[src/rtl/lgez_extremum_tracker_pkg.sv]
// lgez_extremum_tracker_pkg: lgez comparator codes and tracker states.
// Shared by CmpLgezNBit and lgez_extremum_tracker.
package lgez_extremum_tracker_pkg;

    localparam logic [1:0] CMP_EQ_Z    = 2'b00;
    localparam logic [1:0] CMP_LESS    = 2'b01;
    localparam logic [1:0] CMP_GREATER = 2'b10;
    localparam logic [1:0] CMP_EQ_NZ   = 2'b11;

    typedef enum logic [1:0] {
        S_EMPTY = 2'b00,
        S_TRACK = 2'b01,
        S_FULL  = 2'b10
    } state_e;

endpackage

[src/rtl/lgez_extremum_tracker_cmp.sv]
// CmpLgezNBit: unsigned compare of i_a against i_b, returning the lgez code
// (00 both zero, 01 less, 10 greater, 11 equal non-zero).
module CmpLgezNBit
    import lgez_extremum_tracker_pkg::*;
#(
    parameter int p_WIDTH = 8
) (
    input  logic [p_WIDTH-1:0] i_a,
    input  logic [p_WIDTH-1:0] i_b,
    output logic [1:0]         o_code
);

    always_comb begin
        o_code = CMP_EQ_Z;
        if (i_a > i_b) begin
            o_code = CMP_GREATER;
        end else if (i_a < i_b) begin
            o_code = CMP_LESS;
        end else if (i_a != '0) begin
            o_code = CMP_EQ_NZ;
        end
    end

endmodule

[src/rtl/lgez_extremum_tracker.sv]
// lgez_extremum_tracker: two-stage streaming min/max/count tracker.
// Define LGEZ_TRACK_SAT_EN to saturate the count and stall input at MAX_CNT.
module lgez_extremum_tracker
    import lgez_extremum_tracker_pkg::*;
#(
    parameter int p_WIDTH     = 8,
    parameter int p_CNT_WIDTH = 8
) (
    input  logic                   i_clk,
    input  logic                   i_rst,
    input  logic                   i_clear,
    input  logic                   i_valid,
    output logic                   o_ready,
    input  logic [p_WIDTH-1:0]     i_data,
    output logic [p_WIDTH-1:0]     o_max,
    output logic [p_WIDTH-1:0]     o_min,
    output logic [p_CNT_WIDTH-1:0] o_count,
    output logic                   o_stat_valid,
    output logic [1:0]             o_code
);

    localparam logic [p_CNT_WIDTH-1:0] CNT_ONE = 1;
`ifdef LGEZ_TRACK_SAT_EN
    localparam logic [p_CNT_WIDTH-1:0] MAX_CNT = '1;
    localparam logic [p_CNT_WIDTH-1:0] MAX_M1  = MAX_CNT - CNT_ONE;
`endif

    logic [p_WIDTH-1:0]     r_data_q, r_data_d;
    logic                   r_vld_q, r_vld_d;
    logic [p_WIDTH-1:0]     max_q, max_d;
    logic [p_WIDTH-1:0]     min_q, min_d;
    logic [p_CNT_WIDTH-1:0] count_q, count_d;
    logic [1:0]             code_q, code_d;
    state_e                 state_q, state_d;

    logic [1:0] max_code;
    logic [1:0] min_code;
    logic       accept;

    CmpLgezNBit #(.p_WIDTH(p_WIDTH)) u_cmp_max (
        .i_a    (r_data_q),
        .i_b    (max_q),
        .o_code (max_code)
    );

    CmpLgezNBit #(.p_WIDTH(p_WIDTH)) u_cmp_min (
        .i_a    (r_data_q),
        .i_b    (min_q),
        .o_code (min_code)
    );

    // Stall one cycle early when a sample already in flight will fill the count.
    always_comb begin
        o_ready = 1'b1;
        if (i_rst || i_clear) begin
            o_ready = 1'b0;
        end
`ifdef LGEZ_TRACK_SAT_EN
        else if (state_q == S_FULL || count_q == MAX_CNT ||
                 (count_q == MAX_M1 && r_vld_q)) begin
            o_ready = 1'b0;
        end
`endif
    end

    assign accept = i_valid && o_ready;

    always_comb begin
        r_data_d = r_data_q;
        r_vld_d  = accept;
        max_d    = max_q;
        min_d    = min_q;
        count_d  = count_q;
        code_d   = code_q;
        state_d  = state_q;

        if (accept) begin
            r_data_d = i_data;
        end

        if (r_vld_q) begin
`ifdef LGEZ_TRACK_SAT_EN
            if (count_q != MAX_CNT) begin
                count_d = count_q + CNT_ONE;
            end
`else
            count_d = count_q + CNT_ONE;
`endif
            unique case (state_q)
                S_EMPTY: begin
                    max_d   = r_data_q;
                    min_d   = r_data_q;
                    code_d  = (r_data_q == '0) ? CMP_EQ_Z : CMP_GREATER;
                    state_d = S_TRACK;
                end
                S_TRACK, S_FULL: begin
                    if (max_code == CMP_GREATER) begin
                        max_d = r_data_q;
                    end
                    if (min_code == CMP_LESS) begin
                        min_d = r_data_q;
                    end
                    code_d = max_code;
                end
                default: state_d = S_EMPTY;
            endcase
`ifdef LGEZ_TRACK_SAT_EN
            if (count_d == MAX_CNT) begin
                state_d = S_FULL;
            end
`endif
        end

        if (i_clear) begin
            r_vld_d = 1'b0;
            max_d   = '0;
            min_d   = '0;
            count_d = '0;
            code_d  = CMP_EQ_Z;
            state_d = S_EMPTY;
        end
    end

    always_ff @(posedge i_clk) begin
        if (i_rst) begin
            r_data_q <= '0;
            r_vld_q  <= 1'b0;
            max_q    <= '0;
            min_q    <= '0;
            count_q  <= '0;
            code_q   <= CMP_EQ_Z;
            state_q  <= S_EMPTY;
        end else begin
            r_data_q <= r_data_d;
            r_vld_q  <= r_vld_d;
            max_q    <= max_d;
            min_q    <= min_d;
            count_q  <= count_d;
            code_q   <= code_d;
            state_q  <= state_d;
        end
    end

    assign o_max        = max_q;
    assign o_min        = min_q;
    assign o_count      = count_q;
    assign o_code       = code_q;
    assign o_stat_valid = (state_q != S_EMPTY);

endmodule

[config.mk]
export PLATFORM = sky130hd
export DESIGN_NAME = lgez_extremum_tracker
export DESIGN_NICKNAME = d
export VERILOG_FILES = /design/src/rtl/lgez_extremum_tracker_pkg.sv /design/src/rtl/lgez_extremum_tracker_cmp.sv /design/src/rtl/lgez_extremum_tracker.sv
export SDC_FILE = /design/constraint.sdc
export NUM_CORES = 1
export LEC_CHECK = 0
export ABC_CLOCK_PERIOD_IN_PS = 4140
export BUFFER_PORTS_ARGS = -buffer_cell sky130_fd_sc_hd__buf_2
export CAP_MARGIN = 15
export CELL_PAD_IN_SITES_DETAIL_PLACEMENT = 0
export CELL_PAD_IN_SITES_GLOBAL_PLACEMENT = 1
export CORE_AREA = 2 2 71 73
export DETAILED_ROUTE_END_ITERATION = 10
export DIE_AREA = 0 0 73 75
export PLACE_DENSITY_LB_ADDON = 0.1
export RECOVER_POWER = 50
export SLEW_MARGIN = 20
export SYNTH_ARGS = -nofsm -noshare
export SYNTH_HDL_FRONTEND = slang
export SYNTH_HIERARCHICAL = 1
export SYNTH_SLANG_ARGS = --single-unit
export TNS_END_PERCENT = 50
[constraint.sdc]
create_clock -name i_clk -period 4.14 [get_ports i_clk]
set_clock_uncertainty 0.15 [all_clocks]
set_input_delay 0.621 -clock i_clk [delete_from_list [all_inputs] [get_ports i_clk]]
set_output_delay 0.621 -clock i_clk [all_outputs]
set_load 0.005 [all_outputs]
[Word level (Yosys, flattened, before mapping)]
Index checks and enable logic that the tools add are counted.
Storage, ports and cells
  register bits after elaboration: 37
  bits in latches: 0
  memory bits (writable): 0
  memory bits (read-only): 0
  word-level logic and storage cells: 45
  memories: 0
Operators by class
  $add $sub $neg: 1
  multipliers: 0
  div/mod/pow operators: 0
  $lt $le $gt $ge: 4
  equality and inequality tests: 6
  shift-type cells: 0
  mux-type cells: 13
  bitwise gates (word level): 1
  reductions and logical operators: 13
Operator list (number)
  8-bit case mux with 2 select lines: 2
  8-bit > comparator: 2
  8-bit less-than comparator: 2
  8-bit two-way mux: 2
  2-bit two-way mux: 6
  8-bit by 1-bit adder with 8-bit output (second input constant): 1
  8-bit logical NOT: 1
  2-bit case mux with 2 select lines: 2
  8-bit nonzero test: 1
  3-bit AND reduction: 2
  2-bit by 1-bit equality test with 1-bit output (second input constant): 2
  2-bit equality test (second input constant): 2
  2-bit != test (second input constant): 2
  2-bit AND reduction: 2
  2-bit nonzero test: 2
  2-bit OR reduction: 2
  2-bit logical NOT: 1
  1-bit logical AND: 1
  1-bit logical OR: 1
  1-bit two-way mux: 1
  1-bit NOT: 1

[Depth between registers and ports, before layout]
Gate-level depths: netlist (run 1).
  depth after elaboration: 7
  gate-level depth with buffers: 10
  gate-level depth less buffers: 9

[Hierarchy]
Netlist (run 1), hierarchy kept.
By module, submodules not included
  lgez_extremum_tracker: times used 1, cells each 153, area each 1430.1 um2, sequential area each 720.7 um2
  CmpLgezNBit: times used 2, cells each 33, area each 272.8 um2, sequential area each 0.0 um2

[Least setup slack after synthesis (run 1)]
No wires, ideal clock.
  kind: flip-flop to flip-flop
  start: register r_data_q[6]
  end: register max_q[0], in the netlist o_max[0]
  setup time: 0.072 ns
  arrival time: 1.886 ns
  required time: 3.918 ns
  slack: 2.032 ns
  cell stages (with the launch flop): 8
  path buffers: 0
  period minus slack after synthesis: 2.108 ns
  cell sequence: dfxtp_1 > ha_1 > nand4_2 > nor2_2 > o2bb2ai_1 > nand2b_1 > a21oi_2 > mux2i_1
On the way
  longest elaborated chain between the ends: 7
  elaborated cells between the ends (all ways): 9
  classes of those cells: order compare (2); eq/ne (2); mux (3); reduce/logical (2)
Ends and longest elaborated chain
  start: declaration: RTL line lgez_extremum_tracker.sv:28  | logic [p_WIDTH-1:0] r_data_q, r_data_d;
  start signal: assignment: RTL line lgez_extremum_tracker.sv:134  | r_data_q <= r_data_d;
  parallel branches: the longest is 3 deep, another holds 8-bit less-than comparator
  2-bit two-way mux (*): RTL line lgez_extremum_tracker_cmp.sv:15  | if (i_a > i_b) begin
  via max_code[0]: RTL line lgez_extremum_tracker.sv:36  | logic [1:0] max_code;
  2-bit equality test (*): RTL line lgez_extremum_tracker.sv:97  | if (max_code == CMP_GREATER) begin
  2-bit != test (no line) (*)
  3-bit AND reduction (no line) (*)
  end signal: assignment: RTL line lgez_extremum_tracker.sv:136  | max_q <= max_d;
  end: declaration: RTL line lgez_extremum_tracker.sv:30  | logic [p_WIDTH-1:0] max_q, max_d;
Mark *: on every way through the listed nets, which the timed path passes.
A chain may end at the register's enable or synchronous reset.

[Final worst setup path (run 1)]
  start: input i_rst
  end: output o_ready
On the way
  longest elaborated chain between the ends: 2
Ends and longest elaborated chain
  start: declaration: RTL line lgez_extremum_tracker.sv:10  | input logic i_rst,
  1-bit logical OR: RTL line lgez_extremum_tracker.sv:55  | if (i_rst || i_clear) begin
  1-bit two-way mux: RTL line lgez_extremum_tracker.sv:55
  end: declaration: RTL line lgez_extremum_tracker.sv:13  | output logic o_ready,
Every way passes these cells.

==> results of run 1 <==
-- per-stage QoR --
step	hold WS [ps]	utilization (%)	setup WS, ps	cell area, µm²
after floorplan	307.4	-	2032	1976
after global placement	306.7	47.28	1628	2203
after detailed placement	314.9	47.28	1606	2203
after CTS	326.8	49.29	1604	2297
after global routing	341.4	48.78	1077	2273
final	320.4	48.78	1309	2273
-- cells in the final DEF, fill, tap and decap left out, types with 2 or more instances in the layout --
cell type,n
nor2_1,7
inv_1,17
xor2_1,3
o21ai_0,13
o2bb2ai_1,2
a21oi_1,10
buf_2,24
a21oi_2,4
nand2_1,40
or3_1,3
clkbuf_8,6
nor2_2,2
ha_1,17
nand4_1,5
o211ai_2,2
o21a_1,2
nand4_2,2
nor4_4,2
nand2b_1,9
dfxtp_1,36
nand3_1,5
clkbuf_1,16
mux2i_1,17
nor2b_4,2
nor4_2,2
-- power breakdown --
group / internal [mW] / leakage, nW / switching, mW
registers: 0.352 / 0.291 / 0.0176
clock network: 0.135 / 0.0445 / 0.127
logic: 0.0534 / 0.579 / 0.0527
total: 0.541 / 0.915 / 0.197
-- cell families (layout without fill, tap and decap cells) --
| kind of cell | count (synthesis) | count (layout) | share of synthesized area [%] |
|---|---|---|---|
| AO/OA/AOI/OAI | 36 | 36 | 12.73 |
| XOR/XNOR | 4 | 4 | 1.774 |
| adder cells (fa/ha/maj) | 17 | 17 | 10.77 |
| buffers and inverters | 25 | 65 | 5.193 |
| flip-flops | 36 | 36 | 36.48 |
| multiplexers | 17 | 17 | 8.613 |
| AND/OR/NAND/NOR | 84 | 84 | 24.45 |
-- cell usage after synthesis, types with 4 or more instances --
cell	count	area, µm²
nor2_1	7	26.28
inv_1	17	63.81
nand4_1	5	31.28
o21ai_0	13	65.06
mux2i_1	17	170.2
a21oi_2	4	35.03
nand3_1	5	25.02
dfxtp_1	36	720.7
nand2_1	40	150.1
a21oi_1	10	50.05
ha_1	17	212.7
nand2b_1	9	56.30
-- how the worst max path moves through the flow --
stage,end,startpoint,cells after the start,slack [ps]
floorplan,o_max[0],r_data_q[6],7,2030
global placement,o_ready,i_rst,4,1630
detailed placement,o_ready,i_rst,4,1610
CTS,o_ready,i_rst,4,1600
global route,o_ready,i_rst,4,1080
finish,o_ready,i_rst,4,1310
-- cell type report --
type | instances | area [µm²] | share of cell area [%]
Clock inverter | 1 | 7.507 | 0.3302
Multi-Input combinational cell | 158 | 1147 | 50.47
Sequential cell | 36 | 720.7 | 31.70
Tap cell | 54 | 67.56 | 2.972
Timing Repair Buffer | 39 | 176.4 | 7.760
Clock buffer | 7 | 86.33 | 3.797
Inverter | 18 | 67.56 | 2.972
-- critical path, cell delays in order --
cell and delay, ps:
clkbuf_1 230, or2_0 600, inv_2 370, buf_2 230
-- per-layer routing --
| layer | wire [µm] | global-route usage, % | up-vias | share of wire [%] |
|---|---|---|---|---|
| li1 | - | - | 827 | - |
| met1 | 2188 | 24.98 | 704 | 51 |
| met2 | 1878 | 26.93 | 28 | 44 |
| met3 | 150 | 3.614 | 6 | 3.5 |
| met4 | 65 | 6.173 | 0 | 1.5 |
| met5 | 0 | 0 | - | 0 |
-- sequential cells by signal, summed over array words and instances (netlist names) --
name and cells:
r_vld_q 1, o_code 2, r_data_q 8, state_q 1, o_min 8, o_max 8
o_count 8
==> flow_summary.yaml, run 1 <==
worst_setup_path:
  cp-start-kind: "input pin"
  r2r_start: "r_data_q[6]"
  crit_arrival_ps: 2060
  r2r_cells: 7
  rrSetupSlack_ps: 1640
  end_kind: "output pin"
  cp_max_fo: 26
  r2r-end: "o_max[1]"
  critPathKind: "input pin to output pin"
  worstPathRequired_ps: 3370
detailed_routing:
  via_per_inst: 5.000
  vias: 1565
  postRouteAntennaNets: 0
  dr.pass1.iters: 4
  drc: 0
  drt_wl_total_um: 4283
  wl_per_cell_um: 13.68
  drt_iter0_markers: 55
hold_path:
  whs_path_depth: 2
  min-delay-start: "o_max[6]"
  hold_end: "o_max[6]"
  hold_class: "flop to flop"
cts:
  postCtsHoldBufs: 0
  cts_buffers: 5
  clkSinkCount: 36
  cts_max_level: 2
  cts.repair.resized: 0
  clock_latency_ps: 290
  cts_buffer_depth: 2
  cts.clk_slew.worst_paths_ps: 70
  cts-root-buf: "clkbuf_8"
  cts_tree: "built"
  post-cts-setup-buffers: 0
power_and_ir_drop:
  p_total_mw: 0.7379
  ir_drop_mv: 0.1771
  leakagePower_nw: 0.9149
  powerDensity_nw_per_um2: 324.6
timing:
  hold_viol: 0
  maxSlewHeadroom_pct: 6.667
  setup-violations-final: 0
  min_period_over_period_pct: 68.39
  maxSlewViolCount: 0
  worst_pin_slew_ps: 1397
  fmax_mhz: 353.2
  rsz0062_at_grt: "no"
  period_needed_ps: 2831
  timing.setup.tns_ps: 0
synth:
  yosysSeqAreaShare_pct: 36.48
  synth_edf_count: 0
  ys.warnings.count: 6
  syn_area_um2: 1976
  yosysUniqueCellTypes: 36
  avgSynthCellArea_um2: 9.021
  ys_async_sr_fraction_pct: 0
  netlist_instances: 219
  syn_nets: 248
  ys.flop_type: "dfxtp_1"
  synth_seq_cells: 36
placed_design:
  dp_cells: 305
  routabilityCongestion: 0.8200
  port_buffers: 39
  dp_hpwl_um: 3131
global_route:
  antenna_found_initial: 0
  grt.overflow.total: 0
  grt_max_degree: 27
  track_usage_pct: 17.71
  grt_pass1_vias: 1438
  grt_pass1_wl_um: 7293
floorplan:
  initial_utilization_pct: 42.39
  ios: 40
  num_rows: 25
  core_um2: 4661
  die_y_um: 75
  dieArea_um2: 5475
  die_x_um: 73
flow_run:
  maxCapViolCount: 0
layout:
  area_growth_pct: 15.07
  nNetsFinal: 287
  stdcell_count: 313
  n_antenna_cell: 0
  nFillCells: 461
  layout-drive-gt1-share_pct: 19.31
run_status:
  status: "completed"
No activity file was read; power rests on OpenSTA's default activity.
==> run 2: changes to the inputs <==
ABC_CLOCK_PERIOD_IN_PS = 2900   (was 4140)
CORE_AREA = 2 2 73 75   (was 2 2 71 73)
DIE_AREA = 0 0 75 77   (was 0 0 73 75)
clock period = 2.9 ns   (was 4.14 ns; I/O delays follow)
==> flow_summary.yaml, run 2 (synthesized netlist as in run 1, its figures left out) <==
cts:
  post-cts-setup-buffers: 0
  cts_buffer_depth: 2
  clkSinkCount: 36
  cts_buffers: 5
  cts_max_level: 2
  clock_latency_ps: 290
  cts.repair.resized: 0
  cts-root-buf: "clkbuf_8"
  postCtsHoldBufs: 0
  cts_tree: "built"
  cts.clk_slew.worst_paths_ps: 70
worst_setup_path:
  cp_max_fo: 8
  crit_arrival_ps: 2500
  cp-start-kind: "flop"
  cpPeakStageDelay_ps: 620
  crit_chain: "ha_1, a21oi_1, o21ai_0, o2bb2ai_1, nand2b_1, a21oi_2, mux2i_1"
  path_buf_inv: 0
  r2r-end: "o_max[1]"
  worstPathRequired_ps: 2970
  cp_slowest_cell: "dfxtp_1"
  crit_family: "compound AO/OA/AOI/OAI gates"
  critPathKind: "flop to flop"
  crit_cells: 7
  end_kind: "flop"
  rrSetupSlack_ps: 460
  r2r_start: "r_data_q[5]"
  r2r_cells: 7
run_status:
  status: "completed"
timing:
  setup-violations-final: 0
  maxSlewViolCount: 0
  min_period_over_period_pct: 83.97
  hold_viol: 0
  maxSlewHeadroom_pct: 3.101
  period_needed_ps: 2435
  timing.setup.tns_ps: 0
  fmax_mhz: 410.6
  worst_pin_slew_ps: 1450
  timing.hold.ws_ps: 190.5
  rsz0062_at_grt: "no"
power_and_ir_drop:
  power_frac_seq_pct: 46.9
  intPower_mw: 0.8364
  ir_drop_mv: 0.2278
  combPwrFrac_pct: 14.0
  leakagePower_nw: 0.9505
  powerDensity_nw_per_um2: 480.3
  p_sw_share_pct: 25.26
  clockPowerShare_pct: 39.1
  p_switching_mw: 0.2826
layout:
  stdcell_count: 332
  final_common_cell: "nand2_1"
  n_antenna_cell: 0
  nNetsFinal: 290
  area_growth_pct: 17.92
  final_cell_mix: "40 x nand2_1, 36 x dfxtp_1, 27 x buf_2"
  layout-drive-gt1-share_pct: 20.99
global_route:
  grt_pass1_wl_um: 7452
  grt.overflow.total: 0
  grt_max_degree: 18
  track_usage_pct: 16.86
  grt_pass1_vias: 1514
  antenna_found_initial: 0
placed_design:
  port_buffers: 39
  dp_hpwl_um: 3355
  routabilityCongestion: 0.7648
  dp_cells: 324
flow_run:
  maxCapViolCount: 0
detailed_routing:
  via_per_inst: 4.864
  dr.pass1.iters: 4
  drc: 0
  wl_per_cell_um: 13.36
  postRouteAntennaNets: 0
  drt_wl_total_um: 4437
  vias: 1615
  drt_iter0_markers: 49
hold_path:
  hold_end: "r_data_q[0]"
  hold_class: "input pin to flop"
  whs_path_depth: 3
  min-delay-start: "i_data[0]"
floorplan:
  die_y_um: 77
  num_rows: 26
  core_um2: 4977
  dieArea_um2: 5775
  initial_utilization_pct: 39.69
  die_x_um: 75
  ios: 40
run 2: worst max path at each step:
stage | from | slack, ps | endpoint
4_1_cts | r_data_q[5] | 420 | o_max[1]
3_5_place_dp | r_data_q[5] | 460 | o_max[1]
6_report | r_data_q[5] | 460 | o_max[1]
2_1_floorplan | r_data_q[6] | 790 | o_max[0]
5_1_grt | r_data_q[5] | 270 | o_max[1]
3_3_place_gp | r_data_q[5] | 500 | o_max[2]
run 2: power by group through the flow:
stage          clock network [mW]  registers (mW)  logic (mW)
2_1_floorplan                   0           0.530       0.127
3_3_place_gp                    0           0.536       0.158
3_5_place_dp                    0           0.536       0.158
4_1_cts                     0.451           0.524       0.160
5_1_grt                     0.476           0.526       0.176
6_report                    0.438           0.525       0.157
run 2: cell type report:
| cell class | count | area [µm²] |
|---|---|---|
| multi-input cells | 158 | 1147 |
| repair buffers | 42 | 198.9 |
| clock inverters | 2 | 35.03 |
| clock buffers | 6 | 72.57 |
| inverters | 18 | 67.56 |
| well taps | 70 | 87.58 |
| flip-flops and latches | 36 | 720.7 |
| fillers | 534 | 2648 |
run 2: metrics by stage:
stage | total power [mW] | area, µm² | utilization (%) | worst slack, ps
2_1_floorplan | 0.6568 | 1976 | - | 792.2
3_3_place_gp | 0.6940 | 2246 | 45.12 | 499.3
3_5_place_dp | 0.6946 | 2246 | 45.12 | 462.3
4_1_cts | 1.135 | 2354 | 47.29 | 419.9
5_1_grt | 1.178 | 2330 | 46.81 | 270.5
6_report | 1.119 | 2330 | 46.81 | 464.8
run 2: worst register-to-register path, stage by stage, from the launching register on:
cell,delay [ps]
dfxtp_1,620
ha_1,250
a21oi_1,70
o21ai_0,220
o2bb2ai_1,120
nand2b_1,170
a21oi_2,500
mux2i_1,260
run 2: routing by layer:
metal / up-vias / track usage [%] / wire length [µm]
met5: - / 0 / 0
met3: 6 / 3.548 / 184
met1: 739 / 24.13 / 2275
met2: 32 / 24.74 / 1911
li1: 838 / - / -
met4: 0 / 5.893 / 65
